## config.mk

```make
export PLATFORM = sky130hd
export DESIGN_NAME = sonuc_yazici
export DESIGN_NICKNAME = d
export VERILOG_FILES = /design/src/rtl/sonuc_yazici_pkg.sv /design/src/rtl/sonuc_yazici_fifo.sv /design/src/rtl/sonuc_yazici.sv
export SDC_FILE = /design/constraint.sdc
export NUM_CORES = 1
export LEC_CHECK = 0
export CORE_UTILIZATION = 40
export CTS_CLUSTER_SIZE = 25
export DETAILED_ROUTE_END_ITERATION = 7
export GPL_ROUTABILITY_DRIVEN = 0
export PLACE_DENSITY = 0.68
export SYNTH_ARGS = -nofsm -noshare
export SYNTH_HDL_FRONTEND = slang
export SYNTH_HIERARCHICAL = 1
export SYNTH_SLANG_ARGS = --single-unit
```

## constraint.sdc

```tcl
create_clock -name clk_i -period 6.1 [get_ports clk_i]
set_input_delay 0.61 -clock clk_i [delete_from_list [all_inputs] [get_ports clk_i]]
set_output_delay 0.61 -clock clk_i [all_outputs]
set_load 0.02 [all_outputs]
```

## src/rtl/sonuc_yazici_pkg.sv

```systemverilog
// Shared execute-stage types for the write-back collector.
package sonuc_yazici_pkg;

  localparam int unsigned SONUC_RD_W   = 5;
  localparam int unsigned SONUC_VERI_W = 32;

  typedef struct packed {
    logic [SONUC_RD_W-1:0]   rd;
    logic [SONUC_VERI_W-1:0] veri;
  } sonuc_t;

  typedef enum logic {
    KAYNAK_A = 1'b0,
    KAYNAK_B = 1'b1
  } kaynak_e;

  function automatic kaynak_e diger_kaynak(input kaynak_e k);
    return (k == KAYNAK_A) ? KAYNAK_B : KAYNAK_A;
  endfunction

endpackage

```

## src/rtl/sonuc_yazici_fifo.sv

```systemverilog
// Small result FIFO with registered count; count is one bit wider than the pointers.
module sonuc_fifo
  import sonuc_yazici_pkg::*;
#(
  parameter int unsigned DERINLIK = 2,
  parameter type         T        = sonuc_t
) (
  input  logic clk_i,
  input  logic rst_ni,
  input  logic temizle_i,
  input  logic push_i,
  input  T     veri_i,
  input  logic pop_i,
  output T     veri_o,
  output logic dolu_o,
  output logic bos_o
);

  localparam int unsigned PTR_W = $clog2(DERINLIK);
  localparam int unsigned CNT_W = PTR_W + 1;

  T                 mem_q [DERINLIK];
  logic [PTR_W-1:0] yaz_ptr_q, yaz_ptr_d;
  logic [PTR_W-1:0] oku_ptr_q, oku_ptr_d;
  logic [CNT_W-1:0] sayac_q, sayac_d;
  logic             push_ok, pop_ok;

  assign dolu_o  = (sayac_q == CNT_W'(DERINLIK));
  assign bos_o   = (sayac_q == '0);
  assign pop_ok  = pop_i && !bos_o && !temizle_i;
  assign push_ok = push_i && (!dolu_o || pop_ok) && !temizle_i;
  assign veri_o  = mem_q[oku_ptr_q];

  always_comb begin
    yaz_ptr_d = yaz_ptr_q;
    oku_ptr_d = oku_ptr_q;
    sayac_d   = sayac_q;
    if (temizle_i) begin
      yaz_ptr_d = '0;
      oku_ptr_d = '0;
      sayac_d   = '0;
    end else begin
      if (push_ok) yaz_ptr_d = yaz_ptr_q + PTR_W'(1);
      if (pop_ok)  oku_ptr_d = oku_ptr_q + PTR_W'(1);
      if (push_ok && !pop_ok)      sayac_d = sayac_q + CNT_W'(1);
      else if (pop_ok && !push_ok) sayac_d = sayac_q - CNT_W'(1);
    end
  end

  always_ff @(posedge clk_i or negedge rst_ni) begin
    if (!rst_ni) begin
      yaz_ptr_q <= '0;
      oku_ptr_q <= '0;
      sayac_q   <= '0;
    end else begin
      yaz_ptr_q <= yaz_ptr_d;
      oku_ptr_q <= oku_ptr_d;
      sayac_q   <= sayac_d;
    end
  end

  always_ff @(posedge clk_i) begin
    if (push_ok) mem_q[yaz_ptr_q] <= veri_i;
  end

endmodule

```

## src/rtl/sonuc_yazici.sv

```systemverilog
// Write-back collector: two source FIFOs round-robin arbitrated onto one registered write port.
module sonuc_yazici
  import sonuc_yazici_pkg::*;
#(
  parameter int unsigned DERINLIK = 2,
  parameter int unsigned VERI_W   = 32,
  parameter int unsigned RD_W     = 5
) (
  input  logic              clk_i,
  input  logic              rst_ni,
  input  logic              temizle_i,
  input  logic              a_gecerli_i,
  output logic              a_hazir_o,
  input  logic [RD_W-1:0]   a_rd_i,
  input  logic [VERI_W-1:0] a_veri_i,
  input  logic              b_gecerli_i,
  output logic              b_hazir_o,
  input  logic [RD_W-1:0]   b_rd_i,
  input  logic [VERI_W-1:0] b_veri_i,
  output logic              yaz_gecerli_o,
  input  logic              yaz_hazir_i,
  output logic [RD_W-1:0]   yaz_rd_o,
  output logic [VERI_W-1:0] yaz_veri_o,
  output logic              yaz_kaynak_o
);

  typedef struct packed {
    logic [RD_W-1:0]   rd;
    logic [VERI_W-1:0] veri;
  } sonuc_yerel_t;

  sonuc_yerel_t a_giris, b_giris, a_cikis, b_cikis, a_bas, b_bas, secilen;
  logic         a_dolu, a_bos, b_dolu, b_bos;
  logic         a_gir, b_gir, a_aday, b_aday;
  logic         a_sec, b_sec, a_push, b_push, a_pop, b_pop;
  logic         yukle;
  kaynak_e      secim;

  logic              yaz_gecerli_q, yaz_gecerli_d;
  logic [RD_W-1:0]   yaz_rd_q, yaz_rd_d;
  logic [VERI_W-1:0] yaz_veri_q, yaz_veri_d;
  kaynak_e           yaz_kaynak_q, yaz_kaynak_d;
  kaynak_e           rr_q, rr_d;

  assign a_hazir_o = !a_dolu && !temizle_i;
  assign b_hazir_o = !b_dolu && !temizle_i;

  assign a_giris.rd   = a_rd_i;
  assign a_giris.veri = a_veri_i;
  assign b_giris.rd   = b_rd_i;
  assign b_giris.veri = b_veri_i;

  // x0 results complete the handshake but are never buffered.
  assign a_gir = a_gecerli_i && a_hazir_o && (a_rd_i != '0);
  assign b_gir = b_gecerli_i && b_hazir_o && (b_rd_i != '0);

  // An empty FIFO exposes the incoming result as its head, giving 1-cycle latency.
  assign a_aday = !a_bos || a_gir;
  assign b_aday = !b_bos || b_gir;
  assign a_bas  = a_bos ? a_giris : a_cikis;
  assign b_bas  = b_bos ? b_giris : b_cikis;

  assign yukle = !temizle_i && (!yaz_gecerli_q || yaz_hazir_i);

  always_comb begin
    secim = KAYNAK_A;
    if (a_aday && b_aday) secim = rr_q;
    else if (b_aday)      secim = KAYNAK_B;
  end

  assign a_sec   = yukle && a_aday && (secim == KAYNAK_A);
  assign b_sec   = yukle && b_aday && (secim == KAYNAK_B);
  assign a_pop   = a_sec && !a_bos;
  assign b_pop   = b_sec && !b_bos;
  assign a_push  = a_gir && !(a_sec && a_bos);
  assign b_push  = b_gir && !(b_sec && b_bos);
  assign secilen = (secim == KAYNAK_A) ? a_bas : b_bas;

  always_comb begin
    yaz_gecerli_d = yaz_gecerli_q;
    yaz_rd_d      = yaz_rd_q;
    yaz_veri_d    = yaz_veri_q;
    yaz_kaynak_d  = yaz_kaynak_q;
    rr_d          = rr_q;
    if (temizle_i) begin
      yaz_gecerli_d = 1'b0;
      yaz_rd_d      = '0;
      yaz_veri_d    = '0;
      yaz_kaynak_d  = KAYNAK_A;
    end else if (yukle) begin
      yaz_gecerli_d = a_aday || b_aday;
      if (a_aday || b_aday) begin
        yaz_rd_d     = secilen.rd;
        yaz_veri_d   = secilen.veri;
        yaz_kaynak_d = secim;
      end
      if (a_aday && b_aday) rr_d = diger_kaynak(rr_q);
    end
  end

  always_ff @(posedge clk_i or negedge rst_ni) begin
    if (!rst_ni) begin
      yaz_gecerli_q <= 1'b0;
      yaz_rd_q      <= '0;
      yaz_veri_q    <= '0;
      yaz_kaynak_q  <= KAYNAK_A;
      rr_q          <= KAYNAK_A;
    end else begin
      yaz_gecerli_q <= yaz_gecerli_d;
      yaz_rd_q      <= yaz_rd_d;
      yaz_veri_q    <= yaz_veri_d;
      yaz_kaynak_q  <= yaz_kaynak_d;
      rr_q          <= rr_d;
    end
  end

  assign yaz_gecerli_o = yaz_gecerli_q;
  assign yaz_rd_o      = yaz_rd_q;
  assign yaz_veri_o    = yaz_veri_q;
  assign yaz_kaynak_o  = (yaz_kaynak_q == KAYNAK_B);

  sonuc_fifo #(.DERINLIK(DERINLIK), .T(sonuc_yerel_t)) u_fifo_a (
    .clk_i    (clk_i),
    .rst_ni   (rst_ni),
    .temizle_i(temizle_i),
    .push_i   (a_push),
    .veri_i   (a_giris),
    .pop_i    (a_pop),
    .veri_o   (a_cikis),
    .dolu_o   (a_dolu),
    .bos_o    (a_bos)
  );

  sonuc_fifo #(.DERINLIK(DERINLIK), .T(sonuc_yerel_t)) u_fifo_b (
    .clk_i    (clk_i),
    .rst_ni   (rst_ni),
    .temizle_i(temizle_i),
    .push_i   (b_push),
    .veri_i   (b_giris),
    .pop_i    (b_pop),
    .veri_o   (b_cikis),
    .dolu_o   (b_dolu),
    .bos_o    (b_bos)
  );

endmodule

```

==> tab_implementation.tex <==
\begin{tabular}{lr}
\hline
Metric & Value \\
\hline
\multicolumn{2}{l}{\textbf{Status}} \\
\quad Run status & completed \\
\multicolumn{2}{l}{\textbf{Cells and area}} \\
\quad Ratio of cells with drive above 1 in the final layout & 0.173 \\
\quad Ant. Diodes & 0 \\
\quad Most common cell after layout, fill and taps aside & sky130\_fd\_sc\_hd\_\_edfxtp\_1 \\
\quad Most used cells in the layout excluding fill and tap cells & sky130\_fd\_sc\_hd\_\_edfxtp\_1, sky130\_fd\_sc\_hd\_\_clkdlybuf4s50\_1, sky130\_fd\_sc\_hd\_\_mux2i\_1, sky130\_fd\_sc\_hd\_\_nand2\_1, sky130\_fd\_sc\_hd\_\_mux2\_2 \\
\quad Multi-input logic area & 0.00275 mm² \\
\quad \# fillers & 1769 \\
\quad Register Area & $\sim$0.0056 mm² \\
\quad Post-route cell area & 0.0106 mm² \\
\quad Layout-stage area growth over the synthesis result & 23.2\% \\
\quad Final Net Count & 757 \\
\multicolumn{2}{l}{\textbf{Drt}} \\
\quad Drt drc & 0 \\
\quad Drt first-iter violations & 250 \\
\quad Mean number of vias per cell & 5.33 \\
\quad DRT Pass-1 Iters & 5 \\
\quad Routed len/inst & 19.7 µm \\
\quad Vias post-DR & 5140 \\
\quad Total length of routed wires & 19.0 mm \\
\quad Remaining antenna violation count & 0 \\
\multicolumn{2}{l}{\textbf{Yosys}} \\
\quad Post-synth net total & 640 \\
\quad Netlist area before placement & approximately 0.0086 mm² \\
\quad Dominant cells by area after synthesis & sky130\_fd\_sc\_hd\_\_edfxtp\_1, sky130\_fd\_sc\_hd\_\_dfrtp\_1, sky130\_fd\_sc\_hd\_\_mux2i\_1 \\
\quad Number of synthesized flops with an enable pin & 148 \\
\quad Library cell occupying the most area in the post-synthesis netlist & sky130\_fd\_sc\_hd\_\_edfxtp\_1 \\
\quad Register bit total from synthesis & 196 \\
\quad Top-area cell type share of the netlist area & 0.517 \\
\quad Synthesized area per cell & 15.4 µm² \\
\quad Ys Warns & 6 \\
\quad Synth cell types & 42 \\
\quad Sequential element share of the synthesized area & 0.656 \\
\quad Post-Syn Instances & 560 \\
\quad Most used flip-flop cell after synthesis & sky130\_fd\_sc\_hd\_\_edfxtp\_1 \\
\quad Post-synth ARST share & 0.245 \\
\multicolumn{2}{l}{\textbf{Clocking}} \\
\quad Clock net sink count & 196 \\
\quad Root buf cell & sky130\_fd\_sc\_hd\_\_clkbuf\_16 \\
\quad Count of buffers added by post-CTS timing repair for setup & 0 \\
\quad TritonCTS clock tree & done \\
\quad Post-cts gate resize count & 0 \\
\quad Maximum level of the CTS H-tree & 4 \\
\quad Clk Latency, worst-skew pair & 0.42 ns \\
\quad Hold Buf Count CTS & 0 \\
\quad Clock transition time at the flip-flop clock pins of the worst setup and hold paths & around 0.070 ns \\
\quad Clk buf depth & 2 \\
\quad Number of buffers inserted during clock tree synthesis & 17 \\
\multicolumn{2}{l}{\textbf{Worst setup path}} \\
\quad Max FO, Critical Path & 40 \\
\quad Data arrival at the endpoint of the critical path & between 4 and 5 ns \\
\quad Worst setup path category & register to register \\
\quad CP Capture Type & register \\
\quad Length in cells of the worst reg-to-reg path & 10 \\
\quad Endpoint required time on the critical path & 6.16 ns \\
\quad Crit start category & register \\
\multicolumn{2}{l}{\textbf{Timing}} \\
\quad Setup violation total in the final timing report & 0 \\
\quad Headroom to the max-slew limit & 0.366 \\
\quad Max-slew violation total from the final report & 0 \\
\quad RSZ-0062 raised after global routing & false \\
\quad Final Hold Viols & 0 \\
\quad Worst-case setup margin in the final layout & 1.93 ns \\
\quad Transition time of the tightest slew-check pin & 0.948 ns \\
\quad Setup skew after layout & around 0.0092 ns \\
\quad Final clock period utilization by the worst path & 0.683 \\
\quad Timing-limited maximum frequency & 240 MHz \\
\quad Minimum clock period after layout & 4.17 ns \\
\quad Final-layout setup total negative slack & 0 ns \\
\multicolumn{2}{l}{\textbf{Power}} \\
\quad Ratio of total power to cell area & slightly below 300 mW/mm² \\
\quad Worst VDD drop & 0.147 mV \\
\quad Total leakage power & 0.00407 µW \\
\multicolumn{2}{l}{\textbf{Job}} \\
\quad Number of violations of the max-capacitance limit & 0 \\
\multicolumn{2}{l}{\textbf{Floorplanning}} \\
\quad Row count & 53 \\
\quad Area of the core region & 0.0210 mm² \\
\quad Initial cell density of the core & 0.409 \\
\quad Vertical extent of the die & 149 µm \\
\quad Die Width & 149 µm \\
\quad Boundary Pins & 121 \\
\quad Die area & 0.0221 mm² \\
\multicolumn{2}{l}{\textbf{Placement}} \\
\quad Port-buffer cells & 120 \\
\quad Placed standard-cell area & $\sim$0.01 mm² \\
\quad Estimated wirelength of the detail-placed design & 13.1 mm \\
\quad Setup Slack @ Placement & roughly 1.6 ns \\
\multicolumn{2}{l}{\textbf{Min path}} \\
\quad Worst hold path type & primary input to async pin \\
\multicolumn{2}{l}{\textbf{Global route}} \\
\quad Initial antenna violation count & 0 \\
\quad First-pass GRT wire length & 28.9 mm \\
\quad Number of global-route vias before repair & 5385 \\
\quad Aggregate global routing overflow & 0 \\
\quad GRT Overall Usage & 0.176 \\
\quad Maximum number of pins on one net before global-route repair & 49 \\
\hline
\end{tabular}
## metal layers
metal	global-route usage	part of all wire
met1	0.223	0.43
met2	0.300	0.50
met3	0.0411	0.057
met4	0.0505	0.010
met5	0	0
## layout make-up
class	count	area share
flip-flops and latches	196	0.533
multi-input cells	326	0.260
repair buffers	131	0.121
clock inverters	14	0.0124
inverters	5	0.00177
well taps	275	0.0325
clock buffers	17	0.0401
## synthesized netlist by cell type, types with 4 or more instances
master / n
sky130_fd_sc_hd__buf_6: 7
sky130_fd_sc_hd__mux2i_1: 72
sky130_fd_sc_hd__mux2_1: 20
sky130_fd_sc_hd__a32o_1: 37
sky130_fd_sc_hd__nor2b_2: 4
sky130_fd_sc_hd__inv_1: 5
sky130_fd_sc_hd__buf_4: 7
sky130_fd_sc_hd__nor2b_1: 6
sky130_fd_sc_hd__clkbuf_1: 5
sky130_fd_sc_hd__nand2_1: 72
sky130_fd_sc_hd__dfrtp_1: 48
sky130_fd_sc_hd__buf_2: 13
sky130_fd_sc_hd__edfxtp_1: 148
sky130_fd_sc_hd__nor2_1: 13
sky130_fd_sc_hd__nor3_1: 6
sky130_fd_sc_hd__a211oi_1: 4
sky130_fd_sc_hd__mux2_2: 54
sky130_fd_sc_hd__o21ai_0: 5
## kinds of logic (layout without fill, tap and decap cells)
kind of cell | Yosys count | after routing | synth area share
DFF | 196 | 196 | 0.656
buffers and inverters | 38 | 167 | 0.0276
AOI/OAI and AO/OA | 60 | 60 | 0.0668
xor gates and xnor gates | 3 | 3 | 0.00306
and+or+nand+nor | 115 | 115 | 0.0618
muxes | 148 | 148 | 0.184
## power by group
part | internal [µW] | total (µW) | switching (µW)
Clock | 566 | 1050 | 487
Combinational | 230 | 501 | 271
Sequential | 1510 | 1560 | 47.7
Total | 2310 | 3110 | 805
## flip-flops by register name, summed over array words and instances (netlist names)
| signal | count |
|---|---|
| u_fifo_a/mem_q | 74 |
| u_fifo_b/mem_q | 74 |
| yaz_veri_o | 32 |
| yaz_rd_o | 5 |
| u_fifo_a/sayac_q | 2 |
| u_fifo_b/sayac_q | 2 |
| rr_q | 1 |
| u_fifo_a/oku_ptr_q | 1 |
| u_fifo_a/yaz_ptr_q | 1 |
| u_fifo_b/oku_ptr_q | 1 |
| u_fifo_b/yaz_ptr_q | 1 |
| yaz_gecerli_o | 1 |
| yaz_kaynak_o | 1 |
## through the flow
step,power (µW),cells,utilization,hold WS (ns)
2_1_floorplan,1870,560,-,0.314
3_3_place_gp,2080,933,0.478,0.461
3_5_place_dp,2090,933,0.478,0.468
4_1_cts,3140,964,0.504,0.292
5_1_grt,3230,964,0.504,0.322
6_report,3110,964,0.504,0.285
## final timing paths
check	start	end	slack (ns)
max	u_fifo_b/sayac_q[0]	u_fifo_b/mem_q[1][0]	1.93
min	rst_ni	yaz_rd_o[2]	0.28
max reg2reg	u_fifo_b/sayac_q[0]	u_fifo_b/mem_q[1][0]	1.93
min reg2reg	rr_q	rr_q	0.48
max in group asynchronous	rst_ni	yaz_veri_o[12]	5.40
min in group clk_i	rr_q	rr_q	0.48
## worst max-delay path: stages (launching register included)
cell and delay [ns]:
sky130_fd_sc_hd__dfrtp_1 0.47, sky130_fd_sc_hd__nor2_4 0.53, sky130_fd_sc_hd__buf_4 0.50, sky130_fd_sc_hd__and2b_1 0.22
sky130_fd_sc_hd__a22oi_2 0.11, sky130_fd_sc_hd__a21boi_4 0.31, sky130_fd_sc_hd__a311oi_1 0.54, sky130_fd_sc_hd__inv_1 0.19
sky130_fd_sc_hd__a21o_1 0.25, sky130_fd_sc_hd__nor3b_2 0.19, sky130_fd_sc_hd__buf_4 0.47
Note: power is estimated with default switching activity, not from simulation.
